==> src/rtl/axis_testpattern_sequencer.sv <==
// Frames an AXI-Stream test-pattern source into packets of cfg_packet_len beats, with an optional
// idle gap between packets and either a fixed packet count or continuous operation.
module axis_testpattern_sequencer #(
  parameter int unsigned TDATA_WIDTH = 32,
  parameter int unsigned LEN_WIDTH   = 16,
  parameter int unsigned GAP_WIDTH   = 16,
  parameter int unsigned CNT_WIDTH   = 32
) (
  input  logic                   m_axis_aclk,
  input  logic                   m_axis_aresetn,
  input  logic                   start,
  input  logic                   stop,
  input  logic [LEN_WIDTH-1:0]   cfg_packet_len,
  input  logic [CNT_WIDTH-1:0]   cfg_num_packets,
  input  logic [GAP_WIDTH-1:0]   cfg_gap_cycles,
  output logic                   gen_enable,
  input  logic [TDATA_WIDTH-1:0] s_axis_tdata,
  input  logic                   s_axis_tvalid,
  output logic                   s_axis_tready,
  output logic [TDATA_WIDTH-1:0] m_axis_tdata,
  output logic                   m_axis_tvalid,
  output logic                   m_axis_tlast,
  input  logic                   m_axis_tready,
  output logic                   busy,
  output logic                   done,
  output logic [CNT_WIDTH-1:0]   pkt_count
);

  localparam logic [LEN_WIDTH-1:0] LenOne = {{(LEN_WIDTH-1){1'b0}}, 1'b1};
  localparam logic [GAP_WIDTH-1:0] GapOne = {{(GAP_WIDTH-1){1'b0}}, 1'b1};
  localparam logic [CNT_WIDTH-1:0] CntOne = {{(CNT_WIDTH-1){1'b0}}, 1'b1};

  typedef enum logic [1:0] {StIdle, StStream, StGap, StFinish} state_e;

  state_e               state_q;
  logic [LEN_WIDTH-1:0] len_q;
  logic [LEN_WIDTH-1:0] beat_cnt_q;
  logic [CNT_WIDTH-1:0] num_q;
  logic [CNT_WIDTH-1:0] pkt_count_q;
  logic [GAP_WIDTH-1:0] gap_q;
  logic [GAP_WIDTH-1:0] gap_cnt_q;
  logic                 stop_pending_q;

  logic                 streaming;
  logic                 at_last;
  logic                 beat;
  logic [CNT_WIDTH-1:0] pkt_next;

  // Outputs decode only registered state and the live handshake, so start/stop never reach AXIS.
  assign streaming     = (state_q == StStream);
  assign at_last       = (beat_cnt_q == len_q - LenOne);
  assign beat          = streaming & s_axis_tvalid & m_axis_tready;
  assign pkt_next      = pkt_count_q + CntOne;

  assign gen_enable    = streaming;
  assign s_axis_tready = streaming & m_axis_tready;
  assign m_axis_tvalid = streaming & s_axis_tvalid;
  assign m_axis_tdata  = streaming ? s_axis_tdata : '0;
  assign m_axis_tlast  = streaming & at_last;
  assign busy          = (state_q != StIdle);
  assign done          = (state_q == StFinish);
  assign pkt_count     = pkt_count_q;

  always_ff @(posedge m_axis_aclk or negedge m_axis_aresetn) begin
    if (!m_axis_aresetn) begin
      state_q        <= StIdle;
      len_q          <= '0;
      num_q          <= '0;
      gap_q          <= '0;
      beat_cnt_q     <= '0;
      gap_cnt_q      <= '0;
      pkt_count_q    <= '0;
      stop_pending_q <= 1'b0;
    end else begin
      unique case (state_q)
        StIdle: begin
          if (start && !stop && (cfg_packet_len != '0)) begin
            len_q          <= cfg_packet_len;
            num_q          <= cfg_num_packets;
            gap_q          <= cfg_gap_cycles;
            pkt_count_q    <= '0;
            beat_cnt_q     <= '0;
            gap_cnt_q      <= '0;
            stop_pending_q <= 1'b0;
            state_q        <= StStream;
          end
        end
        StStream: begin
          if (stop) begin
            stop_pending_q <= 1'b1;
          end
          if (beat) begin
            if (at_last) begin
              beat_cnt_q  <= '0;
              gap_cnt_q   <= '0;
              pkt_count_q <= pkt_next;
              if (stop_pending_q || stop || ((num_q != '0) && (pkt_next == num_q))) begin
                state_q <= StFinish;
              end else if (gap_q != '0) begin
                state_q <= StGap;
              end
            end else begin
              beat_cnt_q <= beat_cnt_q + LenOne;
            end
          end
        end
        StGap: begin
          if (stop) begin
            state_q <= StFinish;
          end else if (gap_cnt_q == gap_q - GapOne) begin
            gap_cnt_q <= '0;
            state_q   <= StStream;
          end else begin
            gap_cnt_q <= gap_cnt_q + GapOne;
          end
        end
        StFinish: state_q <= StIdle;
        default:  state_q <= StIdle;
      endcase
    end
  end

endmodule

==> config.mk <==
export PLATFORM = sky130hd
export DESIGN_NAME = axis_testpattern_sequencer
export DESIGN_NICKNAME = d
export VERILOG_FILES = /design/src/rtl/axis_testpattern_sequencer.sv
export SDC_FILE = /design/constraint.sdc
export NUM_CORES = 1
export LEC_CHECK = 0
export ABC_CLOCK_PERIOD_IN_PS = 7300
export CORE_MARGIN = 3
export CORE_UTILIZATION = 35
export DETAILED_ROUTE_END_ITERATION = 10
export GPL_TIMING_DRIVEN = 0
export PLACE_DENSITY = 0.59
export SYNTH_ARGS = -nofsm -noshare
export SYNTH_HDL_FRONTEND = slang
export SYNTH_SLANG_ARGS = --single-unit
==> constraint.sdc <==
create_clock -name m_axis_aclk -period 7.3 [get_ports m_axis_aclk]
set_input_delay 1.46 -clock m_axis_aclk [delete_from_list [all_inputs] [get_ports m_axis_aclk]]
set_output_delay 1.46 -clock m_axis_aclk [all_outputs]
set_load 0.01 [all_outputs]
==> flow_summary.yaml <==
run_status:
  status: "finished clean"
pwr:
  vdd_ir_drop_max_uv: 91.8
  p_leak_nw: 4.62
  p_int_mw: 1.51
  p_clk_frac: 0.448
  p_switching_mw: 0.501
  p_per_area_mw_per_mm2: 182
  switching_share: 0.249
  seqPwrFrac: 0.400
  p_comb_frac: 0.151
worst_setup_path:
  critPathKind: "reg -> out"
  start_kind: "flop"
  cp-end-kind: "output pin"
  cp_data_required_time_ns: 5.84
  cp.arrival_ns: 4.12
  cp_max_fo: 8
cells_and_area:
  antennaDiodeCount: 0
  fin_util: 0.480
  nFillCells: 2277
  fin_nets: 1198
  drive_gt1_frac: 0.114
  finalInstanceArea_mm2: 0.0110
  synthToLayoutAreaGrowth_pct: 33.1
synth:
  seq_area_frac_synth: 0.395
  synth_seq_cells: 131
  synthXorXnorAreaFrac: 0.0992
  async_flop_share: 1.00
  synth_top_family_by_area: "simple AND/OR/NAND/NOR gates"
  synth_adder_area_share: 0.00905
  synth_top_area_cell: "dfrtp_1"
  synth_edf_count: 0
  synth-simple-area-share: 0.244
  synth_compound_area_frac: 0.133
  synth_nets: 1007
  synth_top_cells_by_area: "dfrtp_1 40%, mux2_2 8.8%, xnor2_1 5.0%"
  synth_top_cell_area_share: 0.395
  synth_cell_type_count: 67
  ys_warn_count: 0
  syn_area_per_cell_um2: 9.23
  synthMuxAreaShare: 0.0918
  syn_inst: 899
  synth.most_common_cell: "dfrtp_1"
  synth_ff_type: "dfrtp_1"
  syn_area_mm2: 0.00830
  synthTopCellsByCount: "131 x dfrtp_1, 72 x o21ai_0, 65 x mux2_2, 65 x nand2_1, 62 x nor2_1"
timing:
  final.setup_skew_ns: 0.00945
  maxSlewHeadroom: 0.103
  slew_violations: 0
  worst_slew_pin_slew_ns: 1.33
  rsz0062_at_grt: "false"
  fin_setup_tns_ns: 0
  min_period_ns: 5.58
  fin_crit_sh: 0.765
  max_freq_mhz: 179
  finalHoldViolCount: 0
  setup_viol: 0
route:
  drc_errors: 0
  wl_mm: 25.0
  wl_per_cell_um: 17.7
  via_per_inst: 5.35
  ant_nets: 0
  dr.pass1.iters: 5
  first_iter_violations: 379
  vias: 7582
die:
  placementRows: 55
  fp.dieW_um: 160
  die_area_mm2: 0.0256
  core_mm2: 0.0230
  ioPinCount: 172
  die_h_um: 160
  initial_core_util: 0.361
clocking:
  worst_skew_pair.late_latency_ns: 0.43
  clkSinkCount: 131
  cts_resized: 0
  post-cts-setup-buffers: 0
  path_clk_slew_ns: 0.06
  cts_tree: "built"
  cts_buffer_depth: 2
  h-tree-depth: 4
  cts_root_buf: "clkbuf_16"
  cts_made_buffers: 17
  hold_buffers: 0
global_routing:
  antenna_found_initial: 0
  grt_overflow: 0
  grt_pass1_wl_mm: 40.4
  globalRouteTotalUtil: 0.197
  grt_pass1_vias: 7383
  grt_max_degree: 69
place:
  portBuffers: 171
  dp.final_hpwl_mm: 18.9
  placed_cell_area_mm2: 0.0104
  place.gp.congestion: 0.901
job:
  cap_violations: 0
min_path:
  min_path_type: "reg -> reg"
==> kinds of logic (layout without fill, tap and decap cells) <==
family / after synthesis / after routing
buffers and inverters: 58 / 262
and+or+nand+nor: 368 / 368
DFF: 131 / 131
muxes: 68 / 68
adders and majority gates: 6 / 6
AOI/OAI and AO/OA: 174 / 174
xor gates and xnor gates: 94 / 94
==> layer usage <==
| metal | wire [um] | track usage | part of all wire |
|---|---|---|---|
| met5 | 0 | 0 | 0 |
| met3 | 1850 | 0.0586 | 0.074 |
| met4 | 345 | 0.0533 | 0.014 |
| met2 | 11700 | 0.318 | 0.47 |
| met1 | 11100 | 0.258 | 0.44 |
==> worst paths after layout <==
| kind | from | to | slack (ns) | depth (start not counted) |
|---|---|---|---|---|
| max | len_q[2] | m_axis_tlast | 1.72 | 10 |
| min | stop_pending_q | stop_pending_q | 0.51 | 1 |
| max reg2reg | len_q[2] | pkt_count[16] | 3.34 | 10 |
| min reg2reg | stop_pending_q | stop_pending_q | 0.51 | 1 |
| max in group asynchronous | m_axis_aresetn | pkt_count[27] | 5.48 | 2 |
| min in group asynchronous | m_axis_aresetn | gap_q[10] | 1.03 | 1 |
==> state kept, by name, summed over array words and instances, names as in the netlist <==
| signal | count |
|---|---|
| beat_cnt_q | 16 |
| gap_cnt_q | 16 |
| gap_q | 16 |
| len_q | 16 |
| num_q | 32 |
| pkt_count | 32 |
| state_q | 2 |
| stop_pending_q | 1 |
==> metrics by stage <==
step	hold WS (ns)	setup slack, ns	cells	power, mW
2_1_floorplan	0.467	2.92	899	0.978
3_3_place_gp	0.488	-0.782	1383	1.12
3_5_place_dp	0.488	2.16	1384	1.12
4_1_cts	0.504	1.70	1416	2.03
5_1_grt	0.514	1.56	1416	2.10
6_report	0.511	1.72	1416	2.01
==> power by group through the flow <==
stage | Clock, mW | Combinational (mW) | Sequential (mW)
5_1_grt | 0.951 | 0.339 | 0.809
6_report | 0.901 | 0.304 | 0.804
3_3_place_gp | 0 | 0.301 | 0.816
4_1_cts | 0.918 | 0.307 | 0.803
2_1_floorplan | 0 | 0.176 | 0.802
3_5_place_dp | 0 | 0.305 | 0.816
==> critical path, stage by stage, from the launching register on <==
cell and delay, ns:
dfrtp_1 0.46, or4_1 0.48, buf_2 0.18, nor4_2 0.21, o22ai_1 0.09, or4_1 0.60
or2_1 0.30, or4b_1 0.50, buf_6 0.17, nor2_1 0.13, clkdlybuf4s50_1 0.57
==> placed cells by master (no fill, tap or decap), types with 8 or more instances in the layout <==
cell type,Yosys,final
nor2_1,62,62
or3_1,8,8
o21ai_0,72,72
clkbuf_16,0,17
nand2b_1,10,10
nand2_1,65,65
clkbuf_1,37,41
nor3_1,30,30
a21oi_1,19,19
o31ai_1,19,19
mux2_2,65,65
clkdlybuf4s50_1,0,170
a31oi_1,9,9
xnor2_1,47,47
nor4_1,22,22
inv_1,12,12
or2_2,8,8
nand4_1,23,23
and3_1,24,24
xor2_1,47,47
and2_1,40,40
nand3_1,28,28
o21ai_1,11,11
dfrtp_1,131,131
==> cell type report <==
cell class,count,area [um^2],share of cell area
Clock buffer,22,454,0.0411
Sequential cell,131,3280,0.297
Tap cell,313,392,0.0355
Buffer,46,186,0.0169
Multi-Input combinational cell,710,4790,0.434
Inverter,12,45.0,0.00408
Timing Repair Buffer,172,1740,0.158
Clock inverter,10,156,0.0142
No activity file was read; power rests on OpenSTA's default activity.
